==> config.mk <==
export PLATFORM = sky130hd
export DESIGN_NAME = pipeline_fetch_queue
export DESIGN_NICKNAME = d
export VERILOG_FILES = /design/src/rtl/pipeline_fetch_queue.sv
export SDC_FILE = /design/constraint.sdc
export NUM_CORES = 1
export LEC_CHECK = 0
export CORE_MARGIN = 1
export CORE_UTILIZATION = 50
export CTS_CLUSTER_SIZE = 30
export DETAILED_ROUTE_END_ITERATION = 6
export GPL_TIMING_DRIVEN = 0
export PLACE_DENSITY = 0.84
export SYNTH_ARGS = -nofsm -noshare
export SYNTH_HDL_FRONTEND = slang
export SYNTH_SLANG_ARGS = --single-unit
==> constraint.sdc <==
create_clock -name clk -period 9.8 [get_ports clk]
set_clock_uncertainty 0.1 [all_clocks]
set_input_delay 1.47 -clock clk [delete_from_list [all_inputs] [get_ports clk]]
set_output_delay 1.47 -clock clk [all_outputs]
set_load 0.1 [all_outputs]
==> src/rtl/pipeline_fetch_queue.sv <==
// ============================================================================
// Module   : pipeline_fetch_queue
// Brief    : Fetch PC generator with a small {pc, instr} FIFO feeding ID.
// Revision : 1.0
// ============================================================================
`default_nettype none

module pipeline_fetch_queue #(
  parameter int DEPTH = 4,
  parameter int CW    = $clog2(DEPTH + 1)
) (
  input  logic          clk,
  input  logic          reset,
  output logic [63:0]   imem_addr,
  input  logic [31:0]   imem_instr,
  input  logic          redirect,
  input  logic [63:0]   redirect_pc,
  input  logic          id_ready,
  output logic          id_valid,
  output logic [31:0]   id_instr,
  output logic [63:0]   id_pc,
  output logic [CW-1:0] count
);

  localparam int            PTR_W      = (DEPTH > 1) ? $clog2(DEPTH) : 1;
  localparam logic [CW-1:0] FULL_COUNT = CW'(DEPTH);
  localparam logic [CW-1:0] COUNT_ONE  = CW'(1);
  localparam logic [PTR_W-1:0] PTR_ONE = PTR_W'(1);
  localparam logic [63:0]   ALIGN_MASK = ~64'h3;

  logic [63:0]      fetch_pc_q, fetch_pc_d;
  logic [PTR_W-1:0] rd_ptr_q, rd_ptr_d;
  logic [PTR_W-1:0] wr_ptr_q, wr_ptr_d;
  logic [CW-1:0]    count_q, count_d;

  logic [63:0] pc_mem_q    [DEPTH];
  logic [31:0] instr_mem_q [DEPTH];

  logic w_valid;
  logic w_pop;
  logic w_push;

  always_comb begin
    w_valid = (count_q != '0);
    w_pop   = w_valid & id_ready;
    // A pop frees the slot in the same cycle, so a full queue can still accept.
    w_push  = ~redirect & ((count_q < FULL_COUNT) | w_pop);
  end

  always_comb begin
    fetch_pc_d = fetch_pc_q;
    rd_ptr_d   = rd_ptr_q;
    wr_ptr_d   = wr_ptr_q;
    count_d    = count_q;

    if (redirect) begin
      fetch_pc_d = redirect_pc & ALIGN_MASK;
      rd_ptr_d   = wr_ptr_q;
      count_d    = '0;
    end else begin
      if (w_push) begin
        fetch_pc_d = fetch_pc_q + 64'd4;
        wr_ptr_d   = wr_ptr_q + PTR_ONE;
      end
      if (w_pop) begin
        rd_ptr_d = rd_ptr_q + PTR_ONE;
      end
      if (w_push && !w_pop) begin
        count_d = count_q + COUNT_ONE;
      end else if (w_pop && !w_push) begin
        count_d = count_q - COUNT_ONE;
      end
    end
  end

  always_ff @(posedge clk) begin
    if (reset) begin
      fetch_pc_q <= '0;
      rd_ptr_q   <= '0;
      wr_ptr_q   <= '0;
      count_q    <= '0;
    end else begin
      fetch_pc_q <= fetch_pc_d;
      rd_ptr_q   <= rd_ptr_d;
      wr_ptr_q   <= wr_ptr_d;
      count_q    <= count_d;
    end
  end

  // Payload needs no reset: outputs are gated by occupancy.
  always_ff @(posedge clk) begin
    if (w_push) begin
      pc_mem_q[wr_ptr_q]    <= fetch_pc_q;
      instr_mem_q[wr_ptr_q] <= imem_instr;
    end
  end

  always_comb begin
    imem_addr = fetch_pc_q;
    id_valid  = w_valid;
    count     = count_q;
    id_pc     = w_valid ? pc_mem_q[rd_ptr_q]    : 64'h0;
    id_instr  = w_valid ? instr_mem_q[rd_ptr_q] : 32'h0;
  end

endmodule

`default_nettype wire
; ---- Yosys cells after proc, flatten, opt, wreduce, memory -nomap -nowiden
; Memories as Yosys holds them, arrays and structs flattened. A register that Yosys moved wholly into a read port is not among the register bits.
; Cells that the tools add are included.
[word_totals]
ram_bits = 384
mem_count = 2
reg_bits = 71
mem_bits_ro = 0
latchBits = 0
input_bits = 100
out_inout_bits = 164
[memory_table]
columns = name, depth, word_bits, read_ports, rd_ports_with_merged_regs, wr, line
row1 = pc_mem_q, 4, 64, 1, 1, 1, 36  ; logic [63:0] pc_mem_q [DEPTH];
row2 = instr_mem_q, 4, 32, 1, 1, 1, 37  ; logic [31:0] instr_mem_q [DEPTH];
[op_classes]
eq_ne = 0
shifts = 0
n_reduce_logical = 10
bitwise_logic = 4
add_sub_neg = 5
n_mux = 14
multipliers = 0
n_div = 0
magnitude_cmp = 1
[op_table]
columns = operator, n
row1 = 64-bit 2-to-1 mux, 3
row2 = "64-bit by 3-bit adder with 64-bit output, second input constant", 1
row3 = 32-bit 2-to-1 mux, 1
row4 = 2-bit 2-to-1 mux, 6
row5 = 3-bit 2-to-1 mux, 2
row6 = 2-bit nonzero test, 3
row7 = "2-bit by 1-bit adder with 2-bit output, second input constant", 2
row8 = "3-bit by 1-bit adder with 3-bit output, second input constant", 1
row9 = "3-bit < comparator, second input constant", 1
row10 = 3-bit nonzero test, 1
row11 = "3-bit by 1-bit subtractor with 3-bit output, second input constant", 1
row12 = 1-bit AND, 2
row13 = 1-bit logical AND, 2
row14 = 1-bit logical NOT, 2
row15 = 1-bit 2-to-1 mux, 2
row16 = 2-bit AND reduction, 1
row17 = 2-bit OR reduction, 1
row18 = 1-bit NOT, 1
row19 = 1-bit bitwise OR, 1

; ---- Depth between registers and ports, before layout
; Gate-level depths: netlist (run 1).
[depth]
word_depth = 8
depth_mapped = 10
depth_no_buf = 9

; ---- Worst setup path before layout (run 1)
; Ideal clock, no wire load.
[synth_path]
path_kind = in2reg
from = input port redirect
to = memory instr_mem_q[0][0], enable pin
t_required_ns = 9.236
path_slack_ns = 4.640
arrival_time_ns = 4.596
setup_time_ns = 0.464
cell_stages = 5
cell_sequence = clkbuf_1 -> inv_2 -> clkbuf_1 -> buf_1 -> and3_1
[synth_between]
elab_chain_cells = 4
[synth_rtl]
columns = item, line
row1 = start: declaration, 16  ; input logic redirect,
row2 = 1-bit NOT (no source line), n/a
row3 = 1-bit AND, 47  ; w_push = ~redirect & ((count_q < FULL_COUNT) | w_pop);
row4 = 1-bit 2-to-1 mux, 92  ; if (w_push) begin
row5 = 1-bit 2-to-1 mux (not written as such), 94  ; instr_mem_q[wr_ptr_q] <= imem_instr;
row6 = end: declaration, 37
; No other way between the ends.

==> results.md, run 1 <==
- The number of standard cells in the final layout excluding fillers is 1,952.
- Setup repair after global routing left no endpoint under its margin.
- At the pin with the least slew margin, the transition time is 1.09 ns.
- The top cell type by area accounts for 61.2% of the synthesized area.
- The final number of max-transition violations is 0.
- The sequential area share after synthesis is 68.9%.
- The chip height is 194 µm.
- Dividing the detail-routed wire length by the instance count gives 24.0 µm.
- Buffers inserted during clock tree synthesis total 46.
- The slowest stage of the critical path belongs to the cell sky130_fd_sc_hd__clkdlybuf4s50_1.
- The die covers 37,700 µm².
- Input and output buffers added on the ports amount to 256.
- The clock latency on the worst-skew pair is 0.56 ns.
- After synthesis, the cell types taking the most area are sky130_fd_sc_hd__edfxtp_1 61%, sky130_fd_sc_hd__mux4_2 11%, sky130_fd_sc_hd__dfxtp_1 7.7%.
- In this run the critical register-to-register path is captured at imem_addr[59]$_SDFFE_PP0P_.
- The iteration count of the initial detailed-routing pass is 6.
- In this design, the critical path's most frequently occurring cell is sky130_fd_sc_hd__buf_1.
- The tool flagged a number of max-cap violations equal to 0.
- Counting I/O delays and the setup requirement, the final critical path takes 5.91 ns.
- The startpoint of the worst-slack reg-to-reg timing path is imem_addr[45]$_SDFFE_PP0P_.
- For this run, asynchronously set or reset flops after synthesis account for 0%.
- After detailed routing, the number of vias per cell comes to 5.97.
- The setup slack of the worst register-to-register path is 6.68 ns.
- The top cell types in the final layout, fill and taps aside, are 376 x sky130_fd_sc_hd__edfxtp_1, 256 x sky130_fd_sc_hd__clkdlybuf4s50_1, 95 x sky130_fd_sc_hd__and2_1, 94 x sky130_fd_sc_hd__mux4_2, 71 x sky130_fd_sc_hd__dfxtp_1.
- The maximum clock path buffer count is 3.
- The number of clock sinks is 447.
- For this run, the post-layout net count is 1,559.
- The mapped cell area is 18,400 µm².
- The highest achievable clock rate is 0.169 GHz.
- Summing all non-filler instances in the final layout gives an area of 23,200 µm².
- The remaining global-route overflow is 0.
- For this design the static power due to leakage is 7.42 nW.
- The global-route wire length before repair is 71.2 mm.
- The most common cell after layout, fill and taps aside is sky130_fd_sc_hd__edfxtp_1.
- The distinct cell type count after synthesis is 58.
- The CTS tree is yes.
- The run finished with clean final reports.
- The depth of the worst register-to-register path is 5.
- The worst-case vdd ir drop is 178 µV.
- The worst hold path terminates at pc_mem_q[0][54]$_DFFE_PP_.
- The worst setup path is launched from a flip-flop.
- A synthesized cell averages 16.2 µm².
- The critical path class is reg -> out.
- Along the worst path, the maximum fanout reaches 10.
- The number of setup buffers added after CTS is 0.
- In the finished design, the share of the clock period the worst path needs comes to 60.3%.
- The fraction of final layout cells sized beyond drive strength 1 is 12.8%.
- The standard-cell row count is 69.
- The largest net degree at the start of global routing is 58.
- For this design the ratio of total power to cell area is 222 nW/µm².
- From left edge to right edge, the die measures 194 µm.
- The area growth from synthesis to final layout is 25.7%.
- The hold violation count in the final report is 0.
- The detail route stage leaves a number of antenna-violating nets equal to 0.
- The sum of negative setup slack is 0 ns.
- The critical path goes through clkbuf_1 > buf_1 > buf_1 > mux4_2 > and2_1 > clkdlybuf4s50_1.
- The number of global-route vias before repair is 11.9k.
- The path class of the lowest-slack min-delay path is reg -> reg.
- The endpoint class of the critical path is an output pin.
- After clock tree synthesis, the clock-pin slew on the worst setup and hold paths is 0.06 ns.
- In this run, post-CTS hold repair placed 0 buffers.
- The area after detailed placement is 21,700 µm².
- The data arrival time at the worst-slack endpoint is 4.34 ns.
- Clock tree synthesis selected as its root buffer the cell sky130_fd_sc_hd__clkbuf_16.
- The layout has 2,511 filler cells.
- The initial utilization of the core area, before any placement, comes to 51.4%.
- Once placement completed, the tool counted placed cells totaling 1,865.
- In the routed design, unresolved DRC markers number 0.
- The data required time of the worst path is 8.23 ns.
- The number of register bits inferred by synthesis is 447.
- During I/O placement, the number of pins put on the boundary was 264.
- The worst pin sits at a relative slew slack of 27.1%.
- Routability-driven placement finished with a final weighted congestion of 0.877.
- The hold path depth is 0.
- The synthesized design contains 376 enable-type register cells.
- The floorplan step defined a core boundary enclosing 35,900 µm².
- After detailed routing, the total wire length is 46.8 mm.
- The startpoint identified for the worst hold timing path is imem_addr[54]$_SDFFE_PP0P_.
- The number of antenna violations at the first check in global routing was 7.
- The number of instances in the synthesized netlist is 1,141.
- The H-tree was split into 2 levels.
- For this block, the via count after detailed routing is 11.6k.
- The synthesized design spends more area on one cell type than any other, namely sky130_fd_sc_hd__edfxtp_1.
- In this design, the stage delay of the slowest critical-path cell is 0.97 ns.
- Once the clock tree was built, the resizer swapped 0 gates to a different size.
- The HPWL after detailed placement is 31.2 mm.
- Setup violations remaining at the end of the flow were counted as 0.
- During synthesis, Yosys emitted a total of 0 warnings.
- The first routing iteration left 1,086 violations.
- The dominant synthesized flop cell is sky130_fd_sc_hd__edfxtp_1.
- The aggregate global-route resource usage is 24.9%.
## worst max-delay path: cells and delay by family (launching register included)
| kind | cells | cell delay [ns] |
|---|---|---|
| and+or+nand+nor | 1 | 0.20 |
| buffers and inverters | 4 | 2.65 |
| DFF | 1 | 0.31 |
| muxes | 1 | 0.62 |
## synthesized netlist by cell type, types with 3 or more instances
cell type and instances:
sky130_fd_sc_hd__mux2i_1 8, sky130_fd_sc_hd__nor2b_1 5, sky130_fd_sc_hd__and4_1 11, sky130_fd_sc_hd__ha_1 6, sky130_fd_sc_hd__buf_1 13, sky130_fd_sc_hd__dfxtp_1 71
sky130_fd_sc_hd__o211ai_1 3, sky130_fd_sc_hd__a211oi_1 28, sky130_fd_sc_hd__nor2_1 60, sky130_fd_sc_hd__or3_1 12, sky130_fd_sc_hd__nor3_1 27, sky130_fd_sc_hd__or2_2 4
sky130_fd_sc_hd__clkbuf_1 51, sky130_fd_sc_hd__a2111oi_0 5, sky130_fd_sc_hd__o21ai_0 10, sky130_fd_sc_hd__buf_4 4, sky130_fd_sc_hd__and2_1 95, sky130_fd_sc_hd__nor4_1 18
sky130_fd_sc_hd__nand4_1 23, sky130_fd_sc_hd__a311oi_1 12, sky130_fd_sc_hd__a21oi_1 11, sky130_fd_sc_hd__o31ai_1 8, sky130_fd_sc_hd__or4_1 10, sky130_fd_sc_hd__and3_1 13
sky130_fd_sc_hd__nor4b_1 3, sky130_fd_sc_hd__xor2_1 6, sky130_fd_sc_hd__edfxtp_1 376, sky130_fd_sc_hd__nand2_1 51, sky130_fd_sc_hd__mux4_2 94, sky130_fd_sc_hd__xnor2_1 30
sky130_fd_sc_hd__nand3_1 25, sky130_fd_sc_hd__inv_1 15
## routing by layer
metal	share of wire, %	vias to the layer above	global-route usage [%]
met5	0.12	-	0
met4	2.6	10	7.20
met3	10	112	6.54
met2	48	588	40.2
met1	39	5800	33.3
li1	-	5135	-
## worst max-delay path by stage
stage,cells past startpoint,slack [ns],start,endpoint
6_report,6,3.89,flip-flop,id_pc[61]
3_5_place_dp,6,4.37,flip-flop,id_pc[61]
3_3_place_gp,5,2.47,redirect,instr_mem_q[0][4]$_DFFE_PP_
4_1_cts,6,3.79,flip-flop,id_pc[34]
5_1_grt,6,3.62,flip-flop,id_pc[34]
2_1_floorplan,5,4.64,redirect,instr_mem_q[0][0]$_DFFE_PP_
## layout make-up
cell class	count	area (µm²)	share of cell area [%]
sequential	447	12700	54.8
multi-input combinational	610	5410	23.3
timing repair buffer	260	2670	11.5
clock buffer	55	1230	5.29
tap	461	577	2.49
buffer	70	293	1.26
clock inverter	29	221	0.955
inverter	17	63.8	0.275
antenna	3	7.51	0.0324
## report_power, final
part,switching [mW],internal (mW)
Sequential,0.0734,2.19
Combinational,0.881,0.333
Clock,0.712,0.971
Total,1.67,3.49
## sequential cells by signal, indices dropped and copies added, names as in the netlist, named ones only
register,count
imem_addr,62
wr_ptr_q,2
rd_ptr_q,2
instr_mem_q,128
pc_mem_q,248
count,3
## logic make-up after synthesis
family          share of synthesized area (%)
mux                                      11.9
buf+inv                                  1.93
simple gates                             11.2
other cells                            0.0203
xor+xnor                                 1.71
fa+ha+maj                               0.516
flops                                    68.9
compound gates                           3.74
## stage by stage
stage / setup WS [ns] / total power, mW / utilization (%) / hold slack (ns)
6_report: 3.89 / 5.16 / 64.5 / 0.460
5_1_grt: 3.62 / 5.30 / 64.5 / 0.478
4_1_cts: 3.79 / 5.19 / 64.5 / 0.469
3_5_place_dp: 4.37 / 3.51 / 60.5 / 0.459
3_3_place_gp: 2.47 / 3.50 / 60.1 / 0.445
2_1_floorplan: 4.64 / 3.17 / - / 0.431
No activity file was read; power rests on OpenSTA's default activity.
==> run 2, diff against run 1 <==
==> constraint.sdc (replaced) <==
create_clock -name clk -period 5.55 [get_ports clk]
set_clock_uncertainty 0.1 [all_clocks]
set_input_delay 0.8325 -clock clk [delete_from_list [all_inputs] [get_ports clk]]
set_output_delay 0.8325 -clock clk [all_outputs]
set_load 0.1 [all_outputs]
==> results of run 2 <==
The final DEF is identical to that of run 1. Status: finished clean.
Among the figures that moved: setup slack after placement 4.37 ns -> 0.756 ns; setup slack after layout 3.89 ns -> 0.275 ns; register-to-register setup slack 6.68 ns -> 2.43 ns; total power 5.16 mW -> 9.11 mW; worst IR drop on VDD 178 µV -> 315 µV
